--- config.mk ---
export PLATFORM = sky130hd
export DESIGN_NAME = pad_motion_ctrl
export DESIGN_NICKNAME = d
export VERILOG_FILES = /design/src/rtl/pad_pkg.sv /design/src/rtl/vga_pkg.sv /design/src/rtl/pad_ai_tracker.sv /design/src/rtl/pad_motion_ctrl.sv
export SDC_FILE = /design/constraint.sdc
export NUM_CORES = 1
export LEC_CHECK = 0
export ABC_AREA = 0
export ABC_CLOCK_PERIOD_IN_PS = 3200
export BUFFER_PORTS_ARGS = -buffer_cell sky130_fd_sc_hd__buf_2
export CAP_MARGIN = 0
export CORE_ASPECT_RATIO = 0.6
export CORE_UTILIZATION = 50
export DETAILED_ROUTE_END_ITERATION = 10
export PLACE_DENSITY = 0.79
export SKIP_LAST_GASP = 1
export SYNTH_ARGS = -nofsm -noshare
export SYNTH_HDL_FRONTEND = slang
export SYNTH_SLANG_ARGS = --single-unit
export TNS_END_PERCENT = 30
--- constraint.sdc ---
create_clock -name clk -period 3.2 [get_ports clk]
set_clock_uncertainty 0.2 [all_clocks]
set_input_delay 0.32 -clock clk [delete_from_list [all_inputs] [get_ports clk]]
set_output_delay 0.32 -clock clk [all_outputs]
set_load 0.01 [all_outputs]
--- src/rtl/pad_pkg.sv ---
// Shared types and default geometry/speed settings for the pad motion controller.
// Latency: none (types and constants only).
// Backpressure: none.
package pad_pkg;

   typedef enum logic [1:0] {
      IDLE = 2'd0,
      UP   = 2'd1,
      DOWN = 2'd2
   } pad_state_t;

   // Geometry defaults
   localparam int PAD_HEIGHT_DEF  = 145;
   localparam int Y_RESET_DEF     = 312;
   localparam int Y_MARGIN_DEF    = 2;

   // Speed and AI tracking defaults
   localparam int V_MIN_DEF       = 1;
   localparam int V_MAX_DEF       = 6;
   localparam int ACCEL_TICKS_DEF = 4;
   localparam int AI_V_MAX_DEF    = 3;
   localparam int DEADBAND_DEF    = 8;

endpackage

--- src/rtl/vga_pkg.sv ---
// Display geometry shared by the video pipeline and the game objects.
// Latency: none (constants only).
// Backpressure: none.
package vga_pkg;

   localparam int HOR_PIXELS = 1024;
   localparam int VER_PIXELS = 768;

endpackage

--- src/rtl/pad_ai_tracker.sv ---
// Ball follower: compares ball_y with the pad centre and emits up/down requests.
// Latency: 1 clk (requests are registered from the current ball_y and y_pad).
// Backpressure: none; requests are level signals sampled by the motion FSM on its ticks.
module pad_ai_tracker
   import pad_pkg::*;
#(
   parameter int PAD_HEIGHT = PAD_HEIGHT_DEF,
   parameter int DEADBAND   = DEADBAND_DEF
) (
   input  logic       clk,
   input  logic       rst,
   input  logic [9:0] ball_y,
   input  logic [9:0] y_pad,
   output logic       up_req,
   output logic       down_req
);

   logic [10:0] centre;
   logic [10:0] ball_ext;

   // 11-bit arithmetic so centre + deadband never wraps near the bottom edge
   assign centre   = {1'b0, y_pad} + 11'(PAD_HEIGHT / 2);
   assign ball_ext = {1'b0, ball_y};

   // Deadband comparison; the lower bound is written as ball+DB < centre to avoid underflow
   always_ff @(posedge clk or posedge rst) begin
      if (rst) begin
         up_req   <= 1'b0;
         down_req <= 1'b0;
      end else begin
         down_req <= (ball_ext > (centre + 11'(DEADBAND)));
         up_req   <= ((ball_ext + 11'(DEADBAND)) < centre);
      end
   end

endmodule

--- src/rtl/pad_motion_ctrl.sv ---
// Pong pad top-edge position with acceleration, saturating clamp, recentre and optional AI (PAD_AI_EN).
// Latency: 1 clk; y_pad/at_top/at_bottom/moving update on the edge that samples timing_tick or recenter.
// Backpressure: none; inputs are levels sampled only on timing_tick cycles (recenter on any cycle).
module pad_motion_ctrl
   import pad_pkg::*;
   import vga_pkg::*;
#(
   parameter int PAD_HEIGHT  = PAD_HEIGHT_DEF,
   parameter int Y_RESET     = Y_RESET_DEF,
   parameter int Y_MARGIN    = Y_MARGIN_DEF,
   parameter int V_MIN       = V_MIN_DEF,
   parameter int V_MAX       = V_MAX_DEF,
   parameter int ACCEL_TICKS = ACCEL_TICKS_DEF,
   parameter int AI_V_MAX    = AI_V_MAX_DEF,
   parameter int DEADBAND    = DEADBAND_DEF
) (
   input  logic       clk,
   input  logic       rst,
   input  logic       timing_tick,
   input  logic       up,
   input  logic       down,
   input  logic       recenter,
   input  logic       ai_mode,
   input  logic [9:0] ball_y,
   output logic [9:0] y_pad,
   output logic       at_top,
   output logic       at_bottom,
   output logic       moving
);

   // Speed field only needs to hold the player cap; the AI cap is never larger
   localparam int SW = $clog2(V_MAX + 1);
   localparam int CW = $clog2(ACCEL_TICKS + 1);

   localparam logic [9:0]    Y_LO_P  = 10'(Y_MARGIN);
   localparam logic [9:0]    Y_HI_P  = 10'(VER_PIXELS - PAD_HEIGHT - Y_MARGIN);
   localparam logic [9:0]    Y_RST_P = 10'(Y_RESET);
   localparam logic [SW-1:0] V_MIN_S = SW'(V_MIN);
   localparam logic [CW-1:0] ACCEL_S = CW'(ACCEL_TICKS);

   pad_state_t    state;
   logic [SW-1:0] speed;
   logic [CW-1:0] cnt;

   logic          up_src, down_src;
   logic          up_req, down_req;
   logic [SW-1:0] cap;

`ifdef PAD_AI_EN
   logic ai_up, ai_down;

   pad_ai_tracker #(
      .PAD_HEIGHT (PAD_HEIGHT),
      .DEADBAND   (DEADBAND)
   ) u_tracker (
      .clk      (clk),
      .rst      (rst),
      .ball_y   (ball_y),
      .y_pad    (y_pad),
      .up_req   (ai_up),
      .down_req (ai_down)
   );

   assign up_src   = ai_mode ? ai_up   : up;
   assign down_src = ai_mode ? ai_down : down;
   assign cap      = ai_mode ? SW'(AI_V_MAX) : SW'(V_MAX);
`else
   logic unused_ai;

   assign unused_ai = ^{ai_mode, ball_y};
   assign up_src    = up;
   assign down_src  = down;
   assign cap       = SW'(V_MAX);
`endif

   // Both directions at once cancel out
   assign up_req   = up_src & ~down_src;
   assign down_req = down_src & ~up_src;

   logic [10:0]   pos_up, pos_dn;
   logic          hit_top, hit_bot;
   logic [CW-1:0] cnt_inc;

   // Next position in 11 bits: bit 10 set on the up path flags an underflow below zero
   assign pos_up  = {1'b0, y_pad} - 11'(speed);
   assign pos_dn  = {1'b0, y_pad} + 11'(speed);
   assign hit_top = pos_up[10] || (pos_up[9:0] <= Y_LO_P);
   assign hit_bot = (pos_dn >= {1'b0, Y_HI_P});
   assign cnt_inc = cnt + 1'b1;

   logic          go;
   logic [9:0]    mv_y;
   logic [SW-1:0] mv_spd;
   logic [CW-1:0] mv_cnt;

   // Decide whether this tick moves: start from IDLE or continue in the same direction
   always_comb begin
      go = 1'b0;
      unique case (state)
         IDLE:    go = up_req | down_req;
         UP:      go = up_req;
         DOWN:    go = down_req;
         default: go = 1'b0;
      endcase
   end

   // Position, speed and counter after a move; a clamp hit parks at the limit at base speed
   always_comb begin
      mv_y   = y_pad;
      mv_spd = speed;
      mv_cnt = cnt;
      if (up_req ? hit_top : hit_bot) begin
         mv_y   = up_req ? Y_LO_P : Y_HI_P;
         mv_spd = V_MIN_S;
         mv_cnt = '0;
      end else begin
         mv_y = up_req ? pos_up[9:0] : pos_dn[9:0];
         if (cnt_inc == ACCEL_S) begin
            mv_cnt = '0;
            mv_spd = (speed < cap) ? speed + 1'b1 : cap;
         end else begin
            mv_cnt = cnt_inc;
         end
      end
   end

   // Motion FSM with registered outputs; recenter overrides any tick
   always_ff @(posedge clk or posedge rst) begin
      if (rst) begin
         state     <= IDLE;
         y_pad     <= Y_RST_P;
         speed     <= V_MIN_S;
         cnt       <= '0;
         moving    <= 1'b0;
         at_top    <= (Y_RST_P == Y_LO_P);
         at_bottom <= (Y_RST_P == Y_HI_P);
      end else if (recenter) begin
         state     <= IDLE;
         y_pad     <= Y_RST_P;
         speed     <= V_MIN_S;
         cnt       <= '0;
         moving    <= 1'b0;
         at_top    <= (Y_RST_P == Y_LO_P);
         at_bottom <= (Y_RST_P == Y_HI_P);
      end else if (timing_tick) begin
         if (go) begin
            state     <= up_req ? UP : DOWN;
            moving    <= 1'b1;
            y_pad     <= mv_y;
            speed     <= mv_spd;
            cnt       <= mv_cnt;
            at_top    <= (mv_y == Y_LO_P);
            at_bottom <= (mv_y == Y_HI_P);
         end else if (state != IDLE) begin
            // Release, conflict or reversal: stop this tick without moving
            state  <= IDLE;
            moving <= 1'b0;
            speed  <= V_MIN_S;
            cnt    <= '0;
         end
      end
   end

endmodule

==> results.json, run 1 <==
{
  "outcome": "complete, but fails checks",
  "violations": "hold timing",
  "drt-pass1-iter-count": 4,
  "cp.arrival_ns": 2.96,
  "drcViolationCount": 0,
  "endpoint_kind": "flip-flop",
  "switching_power_mw": 0.213,
  "avgViaCountPerCell": 6.18,
  "worstSetupPathType": "reg2reg",
  "grt_max_degree": 22,
  "rsz0062_at_grt": "no",
  "area_delta_synth_final_pct": 10.6,
  "critPathMaxFanout": 6,
  "fillCellCount": 313,
  "syn_inst": 226,
  "synth_edf_count": 0,
  "synth_top_area_frac": 0.197,
  "path_clk_slew_ns": 0.08,
  "reg2reg_from": "speed[0]",
  "synthesis.area_sq_um": 2030,
  "p_leak_nw": 0.964,
  "r2r-end": "cnt[2]",
  "p_per_area_nw_per_um2": 292,
  "drv_cap": 0,
  "max-clock-path-buffers": 2,
  "root_buffer": "clkbuf_8",
  "fin_setup_tns_ns": 0,
  "clock-sinks": 21,
  "comb_power_share": 0.289,
  "cts_max_level": 1,
  "period_minus_slack_ns": 3.00,
  "power_frac_clock": 0.269,
  "hp-class": "in2async",
  "synth_warnings": 0,
  "die_x_um": 84.2,
  "ys_types": 71,
  "hold_viol": 16,
  "p_int_mw": 0.442,
  "worst_ep_required_time_ns": 3.16,
  "nNetsFinal": 276,
  "num_antenna_cells": 0,
  "wl_per_cell_um": 17.0,
  "grt.total_usage": 0.249,
  "synth_nets": 256,
  "post-route-util": 0.596,
  "peakVddDrop_mv": 0.271,
  "dpl.hpwl_um": 3840,
  "period_share": 0.936,
  "setup_viol": 0,
  "rows": 17,
  "worst_slew_pin_slew_ns": 0.784,
  "coreArea_sq_um": 3760,
  "numCtsBuffers": 3,
  "cp-endpoint": "cnt[2]",
  "io_pins": 30,
  "floorplan.initialDensity": 0.539,
  "max_stage_delay_ns": 0.54,
  "synth_top_area_cell": "dfrtp_1",
  "antenna_found_initial": 0,
  "cts_tree": "done",
  "die_h_um": 51.3,
  "grt_pass1_wl_um": 8160,
  "cp-start-kind": "flip-flop",
  "drt_wl_total_um": 4960,
  "gp_congestion": 0.906,
  "yosysSeqAreaShare": 0.262,
  "path_cells": "ha_1 > inv_1 > fa_2 > xor2_1 > nand3_1 > mux2i_1 > o22ai_2 > a211oi_4 > buf_4 > o31ai_2 > a32o_1",
  "yosysMostFrequentCell": "nand2_1",
  "ys_top_cells_by_area": "dfrtp_1 20%, ha_1 6.8%, dfstp_2 6.5%, nand2_1 4.1%, xnor2_1 3.0%",
  "ys_ff_latch": 21,
  "hold_ws_ns": -0.0143,
  "cp_slowest_cell": "dfstp_2",
  "grt_overflow_total": 0,
  "drt_iter0_drc": 142,
  "sequentialPowerShare": 0.442,
  "ys_top_cells_by_count": "22 x nand2_1, 16 x dfrtp_1, 16 x nor2_1",
  "syn_avg_cell_area_sq_um": 8.97,
  "startpoint": "speed[0]",
  "clkLatencyLatePin_ns": 0.27,
  "port_buffers": 18,
  "vias": 1804,
  "reg2reg_slack_ns": 0.20,
  "final-max-slew-violation-count": 0,
  "grt_pass1_vias": 1593,
  "async_flop_share": 1.00,
  "relSlewSlack": 0.477,
  "die-area_sq_um": 4320,
  "worstRegToRegCells": 11,
  "ys.flop_type": "dfrtp_1",
  "fmax_mhz": 334,
  "p_sw_frac": 0.325,
  "drive_gt1_frac": 0.253,
  "ant_nets": 0
}
worst max-delay path, delay by kind of cell (launching register included):
kind	cells	cell delay (ns)
xor gates and xnor gates	1	0.19
AOI/OAI and AO/OA	4	0.82
and+or+nand+nor	1	0.10
muxes	1	0.19
DFF	1	0.54
buffers and inverters	2	0.28
adders and majority gates	2	0.58
state kept, by name, summed over array words and instances, names as in the netlist:
name / cells
at_bottom: 1
y_pad: 10
speed: 3
moving: 1
at_top: 1
state: 2
cnt: 3
cells in the final DEF (no fill, tap or decap), drive strengths merged, types with 2 or more instances in the layout:
| cell | n |
|---|---|
| nand2 | 22 |
| mux2 | 2 |
| o32ai | 4 |
| a21oi | 8 |
| ha | 11 |
| a21o | 4 |
| o21ai | 12 |
| nand4 | 4 |
| clkbuf | 3 |
| nor2 | 18 |
| dfstp | 5 |
| o31ai | 3 |
| fa | 2 |
| xor2 | 4 |
| nand3 | 8 |
| a31o | 2 |
| a211oi | 3 |
| a2bb2oi | 2 |
| buf | 29 |
| xnor2 | 7 |
| inv | 13 |
| and2 | 3 |
| nand3b | 2 |
| dfrtp | 16 |
| nor2b | 8 |
| nor3 | 9 |
| nor3b | 4 |
| a22o | 5 |
| mux2i | 3 |
| o211ai | 2 |
| o22ai | 3 |
through the flow:
stage	setup slack [ns]	std cells	cell area, sq um	hold WS, ns	total power, mW
2_1_floorplan	0.431	226	2030	0.0928	0.426
3_3_place_gp	0.132	288	2180	0.261	0.471
3_5_place_dp	0.123	288	2180	0.280	0.475
4_1_cts	0.0999	292	2230	0.0156	0.653
5_1_grt	0.0174	292	2240	0.0572	0.689
6_report	0.204	292	2240	-0.0143	0.655
layout make-up:
class | instances | area (sq um) | area share
Clock inverter | 1 | 5.00 | 0.00223
Timing Repair Buffer | 29 | 185 | 0.0825
Multi-Input combinational cell | 178 | 1370 | 0.612
Inverter | 13 | 48.8 | 0.0218
Sequential cell | 21 | 532 | 0.237
Tap cell | 47 | 58.8 | 0.0262
Clock buffer | 3 | 41.3 | 0.0184
repair_timing:
| action | 4_1_cts | 5_1_grt |
|---|---|---|
| endpoints found under the setup margin | 0 | 4 |
| setup buffers | 0 | 0 |
| endpoints found under the hold margin | 0 | 0 |
| gates resized for setup | 0 | 3 |
| hold buffers | 0 | 0 |
routing by layer:
layer  track usage  vias to the layer above  share of wire
li1              -                      863              -
met1         0.397                      862           0.52
met2         0.343                       75           0.39
met3        0.0485                        4          0.080
met4        0.0374                        0         0.0046
met5             0                        -              0
power groups by stage:
| stage | clock [mW] | combinational, mW | sequential, mW |
|---|---|---|---|
| 2_1_floorplan | 0 | 0.132 | 0.294 |
| 3_3_place_gp | 0 | 0.178 | 0.293 |
| 3_5_place_dp | 0 | 0.181 | 0.294 |
| 4_1_cts | 0.181 | 0.183 | 0.289 |
| 5_1_grt | 0.192 | 0.206 | 0.291 |
| 6_report | 0.176 | 0.189 | 0.289 |
worst min-delay path by stage:
| stage | to | slack (ns) | cells past startpoint |
|---|---|---|---|
| floorplan | at_bottom | 0.09 | 1 |
| CTS | at_bottom | 0.02 | 2 |
| detailed placement | moving | 0.28 | 2 |
| global route | cnt[2] | 0.06 | 2 |
| global placement | moving | 0.26 | 2 |
| finish | cnt[2] | -0.01 | 2 |
cells by family after synthesis:
| logic type | synth area share |
|---|---|
| compound gates | 0.263 |
| xor+xnor | 0.0475 |
| fa+ha+maj | 0.0876 |
| buf+inv | 0.0691 |
| flops | 0.262 |
| mux | 0.0259 |
| simple gates | 0.244 |
Power figures use the tool's default switching activity.
==> run 2, diff against run 1 <==
--- a/config.mk
+++ b/config.mk
@@ -9,7 +9,7 @@
 export ABC_CLOCK_PERIOD_IN_PS = 3200
 export BUFFER_PORTS_ARGS = -buffer_cell sky130_fd_sc_hd__buf_2
 export CAP_MARGIN = 0
-export CORE_ASPECT_RATIO = 0.6
+export CORE_ASPECT_RATIO = 1.4
 export CORE_UTILIZATION = 50
 export DETAILED_ROUTE_END_ITERATION = 10
 export PLACE_DENSITY = 0.79
==> run 2 against run 1 <==
Via count fell by 0.55%. Design area is 1.7% lower. Worst setup slack got worse by 0.080 ns. Combinational power fell by 6%. Register-to-register slack worse by 0.08 ns. The run now ends clean.
==> results.json, run 2 (synthesized netlist as in run 1, its figures left out) <==
{
  "outcome": "finished, final reports clean",
  "relSlewSlack": 0.355,
  "hold_buffers": 0,
  "power.total_mw": 0.641,
  "final-max-slew-violation-count": 0,
  "die_x_um": 55.8,
  "endpoint_kind": "flip-flop",
  "hold_viol": 0,
  "ant_nets": 0,
  "max_stage_delay_ns": 0.58,
  "regMostFlops": "y_pad",
  "reg_top3": "y_pad x10, cnt x3, speed x3",
  "cp_slowest_cell": "dfstp_2",
  "die_h_um": 77.4,
  "path_cells": "ha_1 > inv_1 > fa_2 > o21bai_4 > mux2i_1 > o21ai_0 > o22ai_2 > a211oi_4 > buf_4 > nor3b_2 > a41o_1",
  "grt_pass1_wl_um": 8140,
  "reg2reg_from": "speed[0]",
  "worstSetupPathType": "reg2reg",
  "pre_cts_slack_ns": 0.0486,
  "period_minus_slack_ns": 3.08,
  "p_per_area_nw_per_um2": 290,
  "drv_cap": 0,
  "period_share": 0.961,
  "cts_tree": "done",
  "path_depth": 11,
  "drt_wl_total_um": 4730,
  "dpl.hpwl_um": 3600,
  "clkLatencyLatePin_ns": 0.26,
  "cp.arrival_ns": 3.08,
  "gp_congestion": 0.858,
  "rsz0062_at_grt": "no",
  "worstRegToRegCells": 11,
  "drt-pass1-iter-count": 4,
  "avgViaCountPerCell": 6.34,
  "grt.total_usage": 0.235,
  "port_buffers": 18,
  "worst_slew_pin_slew_ns": 0.968,
  "setup_viol": 0,
  "layout_commonest_cell": "nand2_1",
  "antenna_found_initial": 0,
  "cp-endpoint": "speed[1]",
  "vias": 1794,
  "worst_ep_required_time_ns": 3.20,
  "wl_per_cell_um": 16.7,
  "fmax_mhz": 325,
  "path_clk_slew_ns": 0.08,
  "critical_path_buf_inv_count": 2,
  "area_delta_synth_final_pct": 8.76,
  "nNetsFinal": 271,
  "max-clock-path-buffers": 2,
  "coreArea_sq_um": 3920,
  "numCtsBuffers": 3,
  "drcViolationCount": 0,
  "postCtsSetupBuffers": 0,
  "drive_gt1_frac": 0.246,
  "r2r-end": "speed[1]",
  "die-area_sq_um": 4320,
  "post-route-util": 0.563,
  "io_pins": 30,
  "hp-class": "in2async",
  "grt_max_degree": 22,
  "grt_overflow_total": 0,
  "fin_setup_tns_ns": 0,
  "p_leak_nw": 0.942,
  "startpoint": "speed[0]",
  "cp-start-kind": "flip-flop",
  "fin_ws_ns": 0.124,
  "drt_iter0_drc": 88,
  "num_antenna_cells": 0,
  "fillCellCount": 347,
  "cts_resized": 0,
  "grt_pass1_vias": 1779,
  "root_buffer": "clkbuf_8",
  "critPathMaxFanout": 11,
  "reg2reg_slack_ns": 0.12,
  "floorplan.initialDensity": 0.518,
  "cts_max_level": 1,
  "peakVddDrop_mv": 0.319,
  "clock-sinks": 21,
  "instances_no_fill": 283,
  "rows": 27,
  "cp_top_family": "compound AO/OA/AOI/OAI gates",
  "dp_cells": 279,
  "final_cell_mix": "22 x nand2_1, 18 x buf_2, 16 x nor2_1, 16 x dfrtp_1, 13 x inv_1",
  "largest_reg_flops": 10
}
## run 2: cell count changes in the layout (fill, tap and decap cells not counted), sizes merged
cell | before | now
buf | 29 | 24
## run 2: report_power, final
part           internal (mW)  leakage [nW]  switching [mW]
logic                 0.0719         0.644           0.105
clock network         0.0867        0.0255          0.0860
registers              0.277         0.273          0.0139
total                  0.436         0.942           0.205
## run 2: worst min path at each step
stage                      start         to  slack (ns)  cells past startpoint
after floorplan              rst  at_bottom        0.09                      1
after global placement    moving     moving        0.26                      2
after detailed placement  moving     moving        0.30                      2
after CTS                    rst     moving        0.03                      2
after global routing         rst   y_pad[7]        0.09                      2
final                        rst     moving       0.009                      2
## run 2: metal layers
| layer | vias up | GRT usage | share of wire |
|---|---|---|---|
| met1 | 862 | 0.272 | 0.41 |
| li1 | 854 | - | - |
| met5 | - | 0 | 0 |
| met4 | 0 | 0.107 | 0.026 |
| met3 | 13 | 0.0183 | 0.041 |
| met2 | 65 | 0.434 | 0.53 |
## run 2: per-stage QoR
step / hold WS (ns) / instance area (sq um)
after floorplan: 0.0928 / 2030
after global placement: 0.260 / 2130
after detailed placement: 0.297 / 2130
after CTS: 0.0331 / 2170
after global routing: 0.0887 / 2210
final: 0.00888 / 2210
## run 2: cell type report
type | instances | area, sq um | area share
flip-flops and latches | 21 | 532 | 0.241
clock inverters | 1 | 5.00 | 0.00227
multi-input cells | 178 | 1390 | 0.630
repair buffers | 24 | 135 | 0.0613
clock buffers | 3 | 41.3 | 0.0187
well taps | 43 | 53.8 | 0.0244
inverters | 13 | 48.8 | 0.0221
